**src/rtl/wb_buffer.sv**
```systemverilog
// In-order writeback queue: two producers (A older than B) in, one register-file write port out; define WB_BYPASS_EN to add read forwarding.
// Latency: an accepted result drives we3 in the next cycle when the queue was empty; it is forwardable until it is popped.
// Backpressure: in_ready drops while fewer than two slots are free; hold stalls the drain indefinitely without loss.
module wb_buffer #(
    parameter int DEPTH = 4,
    parameter int AW    = 5,
    parameter int DW    = 32
) (
    input  logic                       clk,
    input  logic                       rst_n,
    input  logic                       a_valid,
    input  logic [AW-1:0]              a_addr,
    input  logic [DW-1:0]              a_data,
    input  logic                       b_valid,
    input  logic [AW-1:0]              b_addr,
    input  logic [DW-1:0]              b_data,
    output logic                       in_ready,
    input  logic                       hold,
    output logic                       we3,
    output logic [AW-1:0]              wa3,
    output logic [DW-1:0]              wd3,
    input  logic [AW-1:0]              ra1,
    input  logic [AW-1:0]              ra2,
    output logic                       byp1_hit,
    output logic [DW-1:0]              byp1_data,
    output logic                       byp2_hit,
    output logic [DW-1:0]              byp2_data,
    output logic [$clog2(DEPTH+1)-1:0] count
);

    localparam int PW = $clog2(DEPTH);
    localparam int CW = $clog2(DEPTH+1);

    typedef struct packed {
        logic [AW-1:0] addr;
        logic [DW-1:0] data;
    } entry_t;

    entry_t        mem_q [DEPTH];
    entry_t        mem_d [DEPTH];
    logic [PW-1:0] head_q, head_d;
    logic [PW-1:0] tail_q, tail_d;
    logic [CW-1:0] count_q, count_d;

    logic          a_acc;
    logic          b_acc;
    logic          pop;
    logic [PW-1:0] b_slot;

    // One extra bit so count+2 cannot wrap for small DEPTH.
    assign in_ready = ({1'b0, count_q} + (CW+1)'(2)) <= (CW+1)'(DEPTH);
    assign a_acc    = a_valid && in_ready && (a_addr != '0);
    assign b_acc    = b_valid && in_ready && (b_addr != '0);
    assign pop      = (count_q != '0) && !hold;
    assign b_slot   = a_acc ? (tail_q + PW'(1)) : tail_q;

    always_comb begin
        mem_d  = mem_q;
        head_d = head_q;
        tail_d = tail_q + PW'(a_acc) + PW'(b_acc);
        if (a_acc) begin
            mem_d[tail_q] = '{addr: a_addr, data: a_data};
        end
        if (b_acc) begin
            mem_d[b_slot] = '{addr: b_addr, data: b_data};
        end
        if (pop) begin
            head_d = head_q + PW'(1);
        end
        count_d = count_q + CW'(a_acc) + CW'(b_acc) - CW'(pop);
    end

    always_ff @(posedge clk or negedge rst_n) begin
        if (!rst_n) begin
            head_q  <= '0;
            tail_q  <= '0;
            count_q <= '0;
            for (int i = 0; i < DEPTH; i++) begin
                mem_q[i] <= '0;
            end
        end else begin
            head_q  <= head_d;
            tail_q  <= tail_d;
            count_q <= count_d;
            for (int i = 0; i < DEPTH; i++) begin
                mem_q[i] <= mem_d[i];
            end
        end
    end

    assign count = count_q;
    assign we3   = pop;
    assign wa3   = pop ? mem_q[head_q].addr : '0;
    assign wd3   = pop ? mem_q[head_q].data : '0;

`ifdef WB_BYPASS_EN
    // Walk oldest to youngest so the last match seen is the youngest one.
    always_comb begin
        logic [PW-1:0] idx;
        idx       = '0;
        byp1_hit  = 1'b0;
        byp1_data = '0;
        byp2_hit  = 1'b0;
        byp2_data = '0;
        for (int k = 0; k < DEPTH; k++) begin
            idx = head_q + PW'(k);
            if (k < int'(count_q)) begin
                if ((ra1 != '0) && (mem_q[idx].addr == ra1)) begin
                    byp1_hit  = 1'b1;
                    byp1_data = mem_q[idx].data;
                end
                if ((ra2 != '0) && (mem_q[idx].addr == ra2)) begin
                    byp2_hit  = 1'b1;
                    byp2_data = mem_q[idx].data;
                end
            end
        end
    end
`else
    logic unused_ra;
    assign unused_ra = ^{ra1, ra2};
    assign byp1_hit  = 1'b0;
    assign byp1_data = '0;
    assign byp2_hit  = 1'b0;
    assign byp2_data = '0;
`endif

endmodule

```
**config.mk**
```make
export PLATFORM = sky130hd
export DESIGN_NAME = wb_buffer
export DESIGN_NICKNAME = d
export VERILOG_FILES = /design/src/rtl/wb_buffer.sv
export SDC_FILE = /design/constraint.sdc
export NUM_CORES = 1
export LEC_CHECK = 0
export BUFFER_PORTS_ARGS = -buffer_cell sky130_fd_sc_hd__clkbuf_2
export CAP_MARGIN = 20
export CELL_PAD_IN_SITES_DETAIL_PLACEMENT = 1
export CELL_PAD_IN_SITES_GLOBAL_PLACEMENT = 1
export CORE_ASPECT_RATIO = 1.1
export CORE_MARGIN = 5
export CORE_UTILIZATION = 50
export CTS_CLUSTER_DIAMETER = 40
export DETAILED_ROUTE_END_ITERATION = 7
export PLACE_DENSITY_LB_ADDON = 0.1
export SYNTH_ARGS = -nofsm -noshare
export SYNTH_HDL_FRONTEND = slang
export SYNTH_SLANG_ARGS = --single-unit
```
**constraint.sdc**
```tcl
create_clock -name clk -period 7.8 [get_ports clk]
set_input_delay 0.78 -clock clk [delete_from_list [all_inputs] [get_ports clk]]
set_output_delay 0.78 -clock clk [all_outputs]
set_load 0.05 [all_outputs]
```
==> key figures <==
Timing
  – Clock Skew: 0.00804 ns
  – Final setup TNS: 0 ns
  – Setup WS post-layout: 4.29 ns
  – Max-slew violations: 0
  – Worst-Margin Slew: 0.964 ns
  – Final-report setup violation count: 0
  – Final hold viol count: 0
  – Fmax: 285 MHz
  – Unrepaired setup endpoints after global routing: no
  – Final min period: 3.51 ns
  – Relative slew slack: 35.7%
  – Period utilisation layout: 45.1%

Power
  – Logic pwr share: 54.5%
  – Sw power: 2.02 mW
  – Power Density: 492 nW/um^2
  – Net Sw Frac: 37.1%
  – Share of power burned in registers: 27.9%
  – Static leakage: 4.98 nW
  – Cell-internal power: 3.42 mW
  – Worst VDD drop: 276 uV
  – Clock power share: 17.6%

Clock network
  – H-tree depth: 4
  – Clock root cell: clkbuf_16
  – Resized cells post-CTS: 0
  – CTS tree: built
  – Hold_buf cts: 0
  – Worst-Skew Late Latency: 0.42 ns
  – Clock Tree Buf Depth: 2
  – CTS sink cnt: 155
  – Clock slew at reported path FFs: 0.06 ns
  – CTS buffer count: 17
  – Postcts setup bufs: 0

Synthesis
  – Synth Area in Compound Gates: 0.818%
  – EDFF count, synth: 0
  – Syn. warnings: 0
  – Ys flop type: dfrtp_1
  – Largest cells by area after synthesis: dfrtp_1 (39%), mux2_4 (18%), mux2_2 (17%), mux4_2 (8.4%), buf_4 (5.2%)
  – Syn Inst Count: 682
  – Register bit total from synthesis: 155
  – Multiplexer share of the synthesized area: 46.4%
  – Xor and xnor area share after synthesis: 0.352%
  – Asr flop ratio synth: 100%
  – Seq/Total Area, Yosys: 39.0%
  – Synth Area in Adders: 1.36%
  – Main combinational cell family by area after synthesis: multiplexers
  – Most numerous cell in the Yosys netlist: dfrtp_1
  – Distinct cells, synth: 33
  – Simple-Gate Fraction of Synth Area: 3.64%
  – Synth top cells by count: dfrtp_1 (155), mux2_2 (148), mux2_4 (120)
  – Syn_area_per_cell: 14.6 sq um
  – Synth area leader: dfrtp_1
  – Syn Std Cell Area: 9940 sq um
  – Share of the synthesized area in the top cell type: 39.0%

Global route
  – Vias in the first global route: 6706
  – Grt total ovfl: 0
  – Initial antenna violation count: 0
  – Largest net degree at the start of global routing: 85
  – First-pass GRT wire length: 38.6 mm
  – Gr usage total: 22.2%

Detailed routing
  – Average wire per cell in the routed design: 23.6 um
  – Drt pass-1 iters: 4
  – Drt drc: 0
  – Initial DRC count: 232
  – Final WL: 24.8 mm
  – Routed Antenna Nets: 0
  – Vias: 5833
  – Number of vias per cell: 5.56

Setup path
  – Critical Path Max Stage Delay: 0.79 ns
  – Crit-path max FO: 21
  – Worst path cell trace: buf_4 > mux4_2 > and2_1 > clkbuf_2
  – Worst path bufs/invs: 2
  – Setup CP Type: register to output pin
  – Data arrival, critical path: 2.73 ns
  – Flop2flop setup slack: 4.83 ns
  – Critical path launch point type: register
  – RR Endpoint: mem_q[120]$_DFF_PN0_
  – Cell at the slowest stage of the critical path: dfrtp_2
  – R2r startpoint: count[1]$_DFF_PN0_
  – Register-to-Register Path Depth: 6
  – WP data required: 7.02 ns
  – Cell family with most CP delay: flip-flops
  – Crit. End Element: output pin

Min path
  – Worst min path class: primary input to asynchronous set/reset pin

Floorplanning
  – Die X: 144 um
  – Core area: 19700 sq um
  – Initial Utilization: 50.4%
  – Row count: 54
  – Die Ht: 158 um
  – IO Pins: 197
  – Die area: 22800 sq um

Finish
  – Post-Layout Cell Count: 1050
  – Layout overhead on the synthesized area: 11.3%
  – Fillers: 1945
  – Final #Nets: 884
  – Register Area: 3880 sq um
  – Multi-input gate area: 5500 sq um
  – Final instance area: 11100 sq um
  – Layout cells sized above 1: 59.9%
  – Post-layout util: 56.1%
  – Ant diodes: 0

Placed design
  – Placed cell count: 1019
  – GP Congestion: 0.717
  – I/O Buffers: 120
  – Placed instance area: 10400 sq um
  – Dpl ws: 4.37 ns
  – DP HPWL: 15.0 mm

Status
  – Outcome: finished, final reports clean

Flow run
  – Max-Cap Viols: 0
worst reg2reg max path, delay by kind of cell, from the launching register on:
family / cells / cell delay (ns)
flops: 1 / 0.42
buf+inv: 1 / 0.57
fa+ha+maj: 1 / 0.36
mux: 1 / 0.44
compound gates: 3 / 1.05
cell type report:
type / count / area share (%)
Tap cell: 252 / 2.85
Clock buffer: 20 / 4.13
Clock inverter: 11 / 1.96
Sequential cell: 155 / 35.1
Inverter: 8 / 0.271
Multi-Input combinational cell: 476 / 49.7
Timing Repair Buffer: 128 / 6.03
cells in the final DEF, fill, tap and decap left out, drive strengths merged:
cell type and count:
inv 8, a21o 2, a21oi 2, conb 66
and2 37, nand3b 1, nand3 6, dfrtp 155
xnor2 3, nor2 1, clkbuf 139, mux4 37
ha 6, and3 4, o21a 1, o211ai 1
mux2 296, clkinvlp 3, o21ai 2, or4 2
or3 2, nor3 1, fa 3, nand2 2
xor2 1, buf 9, bufinv 6, clkinv 2
state kept, by name, summed over array words and instances, names as in the netlist:
register,count
head_q,2
mem_q,148
count,3
tail_q,2
power by group through the flow:
stage	logic [mW]	registers (mW)	clock network [mW]
floorplan	2.52	1.42	0
global placement	2.88	1.49	0
detailed placement	2.97	1.53	0
CTS	3.01	1.52	0.973
global route	3.16	1.57	1.01
finish	2.97	1.52	0.956
layer usage:
metal	GRT usage (%)	vias up	routed length, um
met5	0	-	0
met4	5.06	0	284
met3	4.14	26	987
met2	38.8	138	12900
met1	28.8	3117	10700
li1	-	2552	-
kinds of logic after synthesis:
kind of cell	count (synthesis)
AO/OA/AOI/OAI	8
XOR/XNOR	4
adder cells (fa/ha/maj)	9
buffers and inverters	116
flip-flops	155
multiplexers	333
other	1
AND/OR/NAND/NOR	56
metrics by stage:
stage / total power [mW] / hold slack [ns]
2_1_floorplan: 3.94 / 0.484
3_3_place_gp: 4.37 / 0.578
3_5_place_dp: 4.50 / 0.585
4_1_cts: 5.50 / 0.435
5_1_grt: 5.74 / 0.468
6_report: 5.45 / 0.373
worst max-delay path by stage:
stage,depth (start not counted),endpoint,slack [ns],startpoint
2_1_floorplan,7,count[1]$_DFF_PN0_,4.30,count[1]$_DFF_PN0_
6_report,4,wd3[29],4.29,head_q[0]$_DFFE_PN0P_
3_3_place_gp,6,mem_q[49]$_DFF_PN0_,4.43,b_addr[0]
3_5_place_dp,6,mem_q[44]$_DFF_PN0_,4.37,b_addr[0]
5_1_grt,4,wd3[29],4.09,head_q[0]$_DFFE_PN0P_
4_1_cts,4,wd3[29],4.15,head_q[0]$_DFFE_PN0P_
Power figures use the tool's default switching activity.
